### config.mk
export PLATFORM = sky130hd
export DESIGN_NAME = parking_pool_scheduler
export DESIGN_NICKNAME = d
export VERILOG_FILES = /design/src/rtl/parking_pool_scheduler.sv
export SDC_FILE = /design/constraint.sdc
export NUM_CORES = 1
export LEC_CHECK = 0
export BUFFER_PORTS_ARGS = -buffer_cell sky130_fd_sc_hd__buf_4
export CORE_UTILIZATION = 50
export DETAILED_ROUTE_END_ITERATION = 12
export GPL_ROUTABILITY_DRIVEN = 1
export PLACE_DENSITY = 0.7
export SLEW_MARGIN = 30
export SYNTH_ARGS = -nofsm -noshare
export SYNTH_HDL_FRONTEND = slang
export SYNTH_SLANG_ARGS = --single-unit
### constraint.sdc
create_clock -name clk -period 25.5 [get_ports clk]
set_input_delay 2.55 -clock clk [delete_from_list [all_inputs] [get_ports clk]]
set_output_delay 2.55 -clock clk [all_outputs]
set_load 0.03 [all_outputs]
### src/rtl/parking_pool_scheduler.sv
// ---------------------------------------------------------------------------
// parking_pool_scheduler
//   Two-pool (university / free) parking occupancy tracker with an
//   hour-of-day capacity schedule. Applies one entry and one exit pulse per
//   cycle, exit first, and reports an accept/reject verdict for each entry.
//   Exits from an empty pool are ignored and flagged. A pool whose capacity
//   shrinks below its parked count is flagged over-occupied until enough
//   cars leave; cars are never evicted.
//
// Ports
//   clk, rst                       clock (rising edge), async active-high reset
//   car_entered / is_uni_car_entered   entry pulse and its pool qualifier
//   car_exited  / is_uni_car_exited    exit pulse and its pool qualifier
//   uni_parked_car, f_parked_car       registered per-pool parked counts
//   uni_vacated_space, f_vacated_space free spaces per pool, floored at 0
//   is_uni_vacated_space, is_vacated_space   non-zero vacancy flags
//   hour                           current hour 0..23
//   entry_ok, entry_rej, exit_err  one-cycle verdict pulses
//   uni_over, f_over               parked count exceeds current capacity
// ---------------------------------------------------------------------------
module parking_pool_scheduler #(
    parameter int CNT_W           = 10,
    parameter int TOTAL_CAP       = 700,
    parameter int UNI_CAP_DAY     = 500,
    parameter int UNI_CAP_NIGHT   = 200,
    parameter int DAY_START       = 8,
    parameter int RAMP_START      = 13,
    parameter int RAMP_STEP       = 50,
    parameter int CYCLES_PER_HOUR = 1000,
    parameter int START_HOUR      = 8
) (
    input  logic             clk,
    input  logic             rst,
    input  logic             car_entered,
    input  logic             is_uni_car_entered,
    input  logic             car_exited,
    input  logic             is_uni_car_exited,
    output logic [CNT_W-1:0] uni_parked_car,
    output logic [CNT_W-1:0] f_parked_car,
    output logic [CNT_W-1:0] uni_vacated_space,
    output logic [CNT_W-1:0] f_vacated_space,
    output logic             is_uni_vacated_space,
    output logic             is_vacated_space,
    output logic [4:0]       hour,
    output logic             entry_ok,
    output logic             entry_rej,
    output logic             exit_err,
    output logic             uni_over,
    output logic             f_over
);

    localparam int CYC_W = (CYCLES_PER_HOUR > 1) ? $clog2(CYCLES_PER_HOUR) : 1;

    typedef logic [CNT_W-1:0] cnt_t;

    logic [CYC_W-1:0] cyc_cnt;
    cnt_t             uni_cap;
    cnt_t             free_cap;
    int               hour_i;
    int               ramp_cap;

    assign hour_i = int'(hour);

    // Capacity schedule: flat day value, then a linear ramp-down that is
    // clamped at the night floor, and the night floor before the day starts.
    // NOTE: every always_comb output gets a default first so no path leaves
    // a variable unassigned, which would infer a latch.
    always_comb begin
        ramp_cap = UNI_CAP_DAY - (hour_i - RAMP_START + 1) * RAMP_STEP;
        uni_cap  = cnt_t'(UNI_CAP_NIGHT);
        if (hour_i >= RAMP_START) begin
            uni_cap = (ramp_cap > UNI_CAP_NIGHT) ? cnt_t'(ramp_cap) : cnt_t'(UNI_CAP_NIGHT);
        end else if (hour_i >= DAY_START) begin
            uni_cap = cnt_t'(UNI_CAP_DAY);
        end
        free_cap = cnt_t'(TOTAL_CAP) - uni_cap;
    end

    // Vacancy saturates at zero so a capacity shrink never wraps the display.
    assign uni_vacated_space    = (uni_parked_car < uni_cap)  ? uni_cap  - uni_parked_car : '0;
    assign f_vacated_space      = (f_parked_car   < free_cap) ? free_cap - f_parked_car   : '0;
    assign is_uni_vacated_space = (uni_vacated_space != '0);
    assign is_vacated_space     = (f_vacated_space   != '0);
    assign uni_over             = (uni_parked_car > uni_cap);
    assign f_over               = (f_parked_car   > free_cap);

    // Next-state arbitration: the exit is applied first, and the entry is
    // judged against the post-exit count, so a full pool can swap one car.
    cnt_t uni_post, f_post, uni_nxt, f_nxt;
    logic ok_nxt, rej_nxt, err_nxt;

    always_comb begin
        uni_post = uni_parked_car;
        f_post   = f_parked_car;
        err_nxt  = 1'b0;
        if (car_exited) begin
            if (is_uni_car_exited) begin
                if (uni_parked_car == '0) err_nxt  = 1'b1;
                else                      uni_post = uni_parked_car - cnt_t'(1);
            end else begin
                if (f_parked_car == '0)   err_nxt  = 1'b1;
                else                      f_post   = f_parked_car - cnt_t'(1);
            end
        end

        uni_nxt = uni_post;
        f_nxt   = f_post;
        ok_nxt  = 1'b0;
        rej_nxt = 1'b0;
        if (car_entered) begin
            if (is_uni_car_entered) begin
                if (uni_post < uni_cap) begin
                    uni_nxt = uni_post + cnt_t'(1);
                    ok_nxt  = 1'b1;
                end else begin
                    rej_nxt = 1'b1;
                end
            end else begin
                if (f_post < free_cap) begin
                    f_nxt  = f_post + cnt_t'(1);
                    ok_nxt = 1'b1;
                end else begin
                    rej_nxt = 1'b1;
                end
            end
        end
    end

    // NOTE: state registers use non-blocking assignments so every register
    // samples the pre-edge values, independent of statement order.
    // NOTE: every register here is control state, so all of them are reset;
    // there is no storage array that could be left unreset.
    always_ff @(posedge clk or posedge rst) begin
        if (rst) begin
            cyc_cnt        <= '0;
            hour           <= 5'(START_HOUR);
            uni_parked_car <= '0;
            f_parked_car   <= '0;
            entry_ok       <= 1'b0;
            entry_rej      <= 1'b0;
            exit_err       <= 1'b0;
        end else begin
            if (cyc_cnt == CYC_W'(CYCLES_PER_HOUR - 1)) begin
                cyc_cnt <= '0;
                hour    <= (hour == 5'd23) ? 5'd0 : hour + 5'd1;
            end else begin
                cyc_cnt <= cyc_cnt + CYC_W'(1);
            end
            uni_parked_car <= uni_nxt;
            f_parked_car   <= f_nxt;
            entry_ok       <= ok_nxt;
            entry_rej      <= rej_nxt;
            exit_err       <= err_nxt;
        end
    end

endmodule

# ---- Word level (Yosys, flattened, before mapping)
# Cells that the tools add are included.
dict set report totals {
  reg_bits 38
  latch_bits 0
  ram_bits 0
  rom_bits 0
  input_bits 6
  output_inout_bits 52
  word_cells 66
  n_memories 0
}
dict set report op_classes {
  add_sub_neg 12
  multipliers 1
  n_div 0
  magnitude_cmp 9
  eq_ne 2
  shift 0
  mux 31
  n_bitwise 0
  reduce_logical 4
}
# op n
set ops {}
lappend ops {{10-bit 2-to-1 mux} 17}
lappend ops {{10-bit < comparator} 4}
lappend ops {{10-bit by 1-bit adder with 10-bit output (second input constant)} 3}
lappend ops {{10-bit > comparator} 2}
lappend ops {{10-bit zero test} 2}
lappend ops {{10-bit nonzero test} 2}
lappend ops {{10-bit by 1-bit subtractor with 10-bit output (second input constant)} 2}
lappend ops {{10-bit subtractor} 2}
lappend ops {{15-bit by 9-bit > comparator with 1-bit output (second input constant)} 1}
lappend ops {{10-bit by 14-bit subtractor with 15-bit output (first input constant)} 1}
lappend ops {{7-bit by 6-bit multiplier with 13-bit output (second input constant)} 1}
lappend ops {{1-bit 2-to-1 mux} 12}
lappend ops {{10-bit == test (second input constant)} 1}
lappend ops {{5-bit by 4-bit >= comparator with 1-bit output (second input constant)} 2}
lappend ops {{10-bit subtractor (first input constant)} 1}
lappend ops {{9-bit 2-to-1 mux} 1}
lappend ops {{6-bit by 2-bit adder with 7-bit output (second input constant)} 1}
lappend ops {{5-bit by 4-bit subtractor with 6-bit output (second input constant)} 1}
lappend ops {{5-bit by 1-bit adder with 5-bit output (second input constant)} 1}
lappend ops {{5-bit == test (second input constant)} 1}
lappend ops {{5-bit 2-to-1 mux} 1}

# ---- Depth between registers and ports, before layout
dict set report logic_depth {
  depth_word 12
  depth_mapped 38
}

# ---- Worst setup path after synthesis
# Ideal clock, no wire load.
dict set report synth_timing {
  kind {register to output}
  start {register hour[0]}
  end {output f_vacated_space[1]}
  t_arrival_ns 8.310
  setup_slack_ns 14.640
  path_stages_with_launch 37
  path_buffers 4
  cell_sequence {dfrtp_1 buf_6 inv_2 clkbuf_1 ha_1 xor2_2 nor3_1 xnor2_1 inv_1 ha_1 inv_1 fa_1 inv_1 ha_1 inv_1 fa_1 nand2b_1 a21o_1 a311oi_2 o311ai_2 o31ai_4 and2_1 buf_4 nand2_1 nor2_1 ha_1 and3_1 nand2_1 xor2_1 ha_1 a21oi_1 o21ai_0 a21oi_1 o21bai_1 a21oi_1 clkbuf_1 nor3b_1}
}
dict set report synth_between {
  elab_chain_len 10
}
# item line_no
set synth_lines {}
lappend synth_lines {{from (decl)} 44} ;# output logic [4:0] hour,
lappend synth_lines {{from (signal assigned)} 136} ;# hour <= 5'(START_HOUR);
lappend synth_lines {{from (signal assigned)} 145} ;# hour <= (hour == 5'd23) ? 5'd0 : hour + 5'd1;
lappend synth_lines {{5-bit by 4-bit subtractor with 6-bit output} 69} ;# ramp_cap = UNI_CAP_DAY - (hour_i - RAMP_START + 1) * RAMP_STEP;
lappend synth_lines {{6-bit by 2-bit adder with 7-bit output} 69}
lappend synth_lines {{7-bit by 6-bit multiplier with 13-bit output} 69}
lappend synth_lines {{10-bit by 14-bit subtractor with 15-bit output} 69}
lappend synth_lines {{15-bit by 9-bit > comparator with 1-bit output} 72} ;# uni_cap = (ramp_cap > UNI_CAP_NIGHT) ? cnt_t'(ramp_cap) : cnt_t'(UNI_CAP_NIGHT);
lappend synth_lines {{10-bit 2-to-1 mux} 72}
lappend synth_lines {{10-bit 2-to-1 mux *} 71} ;# if (hour_i >= RAMP_START) begin
lappend synth_lines {{10-bit subtractor *} 76} ;# free_cap = cnt_t'(TOTAL_CAP) - uni_cap;
lappend synth_lines {{10-bit subtractor or 10-bit < comparator (tied branches)} 81} ;# assign f_vacated_space = (f_parked_car < free_cap) ? free_cap - f_parked_car : '0;
lappend synth_lines {{10-bit 2-to-1 mux *} 81}
lappend synth_lines {{to (decl)} 41} ;# output logic [CNT_W-1:0] f_vacated_space,
# Mark *: on every way between the ends. The rest lies on a longest branch, timed or not.

# ---- Worst setup path in the final report
dict set report layout_timing {
  start {register hour[0]}
  end {output f_vacated_space[7]}
}
# The elaborated chain is that of the path after synthesis.

==> metrics.txt <==
outcome=finished clean; initial antenna violation count=0; area of the mapped netlist=0.00548 mm2; global-route wire length before repair=23.7 mm; DRT iter0 DRCs=400; complex-gate fraction of the synthesized area=18.4%; clock group share of total power=10.5%; min-delay src=cyc_cnt[0]$_DFF_PP0_; Switching Fraction=52.7%; sequential area share after synthesis=17.4%; Final Max Tran Viols=0; Synth top area share=16.9%; Post-CTS Hold Fix Bufs=0; Arrival @ worst endpoint=9.27 ns; reg-to-reg slack, setup=16.38 ns; post_cts resized=0; Area Overhead vs Synth=12.1%; Post-CTS Setup Bufs=0; clock buffer depth=2; worst r2r src=hour[0]$_DFFE_PP0N_; YS warnings=0; critical path type=reg2out; nets=823; syn avg cell area=7.91 um2; Synth Net Count=771; number of buffers created by CTS=5; Yosys cell types=76; Vert. Die Dim=107 um; WL per Instance=16.0 um; Psw=253 uW; Synth area leader=dfrtp_1; Root Driver=clkbuf_8; starting density of the core=52.4%; pin count of the biggest net entering global routing=39; maximum vdd drop=0.0849 mV; via count=5110; Antenna Cells=0; Post-synth EDFFs=0; Post-Synth Simple-Gate Area=25.7%; Post-DRT Antenna Nets=0; Gate Count Post-Synth=693; setup repair after global routing missed its margin=false; Cell Int Power=227 uW; crit path launch type=flop; Leak=2.85 nW; post-synthesis mux area share=0.571%; crit path capture type=primary output; WHS=0.460 ns; die area=0.0114 mm2; final setup violation count=0; row count=37; GR Overflow Total=0; asr flop ratio synth=100%; CTS sink cnt=38; power density cells=78.1 mW/mm2; hold path depth=1; Post-synth top cells=inv_1 (80), ha_1 (66), xnor2_1 (59); WP data required=22.95 ns; DRC Markers=0; I/O Buffers=57; Die W=107 um; Worst R2R Path Depth=33; adder-cell share of the synthesized area=17.4%; largest family of logic cells by synthesized area=simple AND/OR/NAND/NOR gates; Main synth FF type=dfrtp_1; Final Hold Viols=0; vias in the first global route=5026; Period minus WS final=11.82 ns; share of post-route cells with drive strength above 1=13.7%; worst hold endpoint=cyc_cnt[0]$_DFF_PP0_; MaxCap Viol Count=0; Clock Latency Late Sink=0.29 ns; I/O pin count=58; core area=0.0105 mm2; reg-to-reg critical path endpoint=f_parked_car[9]$_DFF_PP0_; GRT Resource Usage Total=25.8%; xor and xnor area share after synthesis=13.5%; synth top area cells=dfrtp_1 (17%), ha_1 (15%), xnor2_1 (9.4%), inv_1 (5.5%), nor3_1 (3.7%); worst rel slew slack=44.9%; CTS clock-pin slew for the worst setup and hold paths=0.07 ns; share of total power in combinational logic=69.3%; Worst-Margin Slew=0.827 ns; First-pass DRT Iterations=5; Final HPWL DP=11.7 mm; HP Class=reg2reg; Peak Freq=84.6 MHz; most common cell in the netlist=inv_1; Via-to-Cell Ratio=5.79; Final Cycle Share=46.3%; Slowest-stage cell, CP=dfrtp_1; gpl congestion=0.904; register bit count reported by yosys=38; Worst path max stage delay=0.65 ns; DRT Wirelength=14.1 mm; setup TNS=0 ns; CTS tree=yes; critical path peak fanout=14; Layout Skew=0.00381 ns; H-tree depth=2; Reg power frac=20.2%
registers in the layout, indices dropped and copies added (netlist names):
signal / flops
exit_err: 1
uni_parked_car: 10
entry_ok: 1
entry_rej: 1
hour: 5
cyc_cnt: 10
f_parked_car: 10
worst max-delay path: cells and delay by family (launching register included):
kind | cells | cell delay, ns
adder cells (fa/ha/maj) | 7 | 2.49
AND/OR/NAND/NOR | 6 | 1.69
buffers and inverters | 7 | 0.76
AO/OA/AOI/OAI | 12 | 3.02
flip-flops | 1 | 0.65
XOR/XNOR | 2 | 0.38
stage by stage:
stage | power [mW] | utilization [%] | setup slack, ns | cell area (um2) | instances
2_1_floorplan | 0.325 | - | 14.64 | 5480 | 693
3_5_place_dp | 0.429 | 57.6 | 14.10 | 6030 | 874
4_1_cts | 0.481 | 58.7 | 13.73 | 6140 | 882
6_report | 0.480 | 58.7 | 13.68 | 6140 | 882
3_3_place_gp | 0.424 | 57.6 | 14.37 | 6030 | 874
5_1_grt | 0.520 | 58.7 | 12.88 | 6140 | 882
layout make-up:
type | instances | area (um2)
flip-flops and latches | 38 | 952
clock inverters | 3 | 40.0
clock buffers | 5 | 68.8
repair buffers | 61 | 458
multi-input cells | 557 | 4150
well taps | 136 | 170
inverters | 82 | 308
fillers | 993 | 4320
worst max-delay path by stage:
stage,startpoint,endpoint,slack (ns),depth (start not counted)
6_report,hour[0]$_DFFE_PP0N_,f_vacated_space[7],13.68,34
3_5_place_dp,hour[0]$_DFFE_PP0N_,f_vacated_space[7],14.10,34
3_3_place_gp,hour[0]$_DFFE_PP0N_,f_vacated_space[7],14.37,34
2_1_floorplan,hour[0]$_DFFE_PP0N_,f_vacated_space[1],14.64,36
5_1_grt,hour[0]$_DFFE_PP0N_,f_vacated_space[4],12.88,34
4_1_cts,hour[0]$_DFFE_PP0N_,f_vacated_space[7],13.73,34
power by group through the flow:
stage	clock, mW	sequential, mW	combinational, mW
after global placement	0	0.0975	0.326
after global routing	0.0545	0.0993	0.366
after floorplan	0	0.119	0.206
after CTS	0.0516	0.0967	0.333
final	0.0503	0.0970	0.333
after detailed placement	0	0.0978	0.331
kinds of logic after synthesis:
| logic type | Yosys count |
|---|---|
| flops | 38 |
| simple gates | 266 |
| mux | 3 |
| fa+ha+maj | 73 |
| compound gates | 132 |
| buf+inv | 98 |
| xor+xnor | 83 |
placed cells by master, fill, tap and decap left out, types with 12 or more instances in the layout:
master | netlist | layout
inv_1 | 80 | 80
dfrtp_1 | 37 | 37
nor2_1 | 47 | 47
nor3_1 | 40 | 40
xor2_1 | 22 | 22
a21oi_1 | 28 | 28
o21ai_0 | 23 | 23
nand3_1 | 37 | 37
nand2b_1 | 12 | 12
xnor2_1 | 59 | 59
nand4_1 | 14 | 14
a21o_1 | 19 | 19
nand2_1 | 50 | 50
ha_1 | 66 | 66
buf_4 | 2 | 61
nor4_1 | 14 | 14
layer usage:
| metal | track usage (%) | vias to the layer above | wire (um) |
|---|---|---|---|
| li1 | - | 2555 | - |
| met1 | 30.8 | 2411 | 6100 |
| met2 | 48.2 | 117 | 7250 |
| met3 | 3.28 | 27 | 421 |
| met4 | 7.14 | 0 | 367 |
| met5 | 0 | - | 0 |
Note: power is estimated with default switching activity, not from simulation.
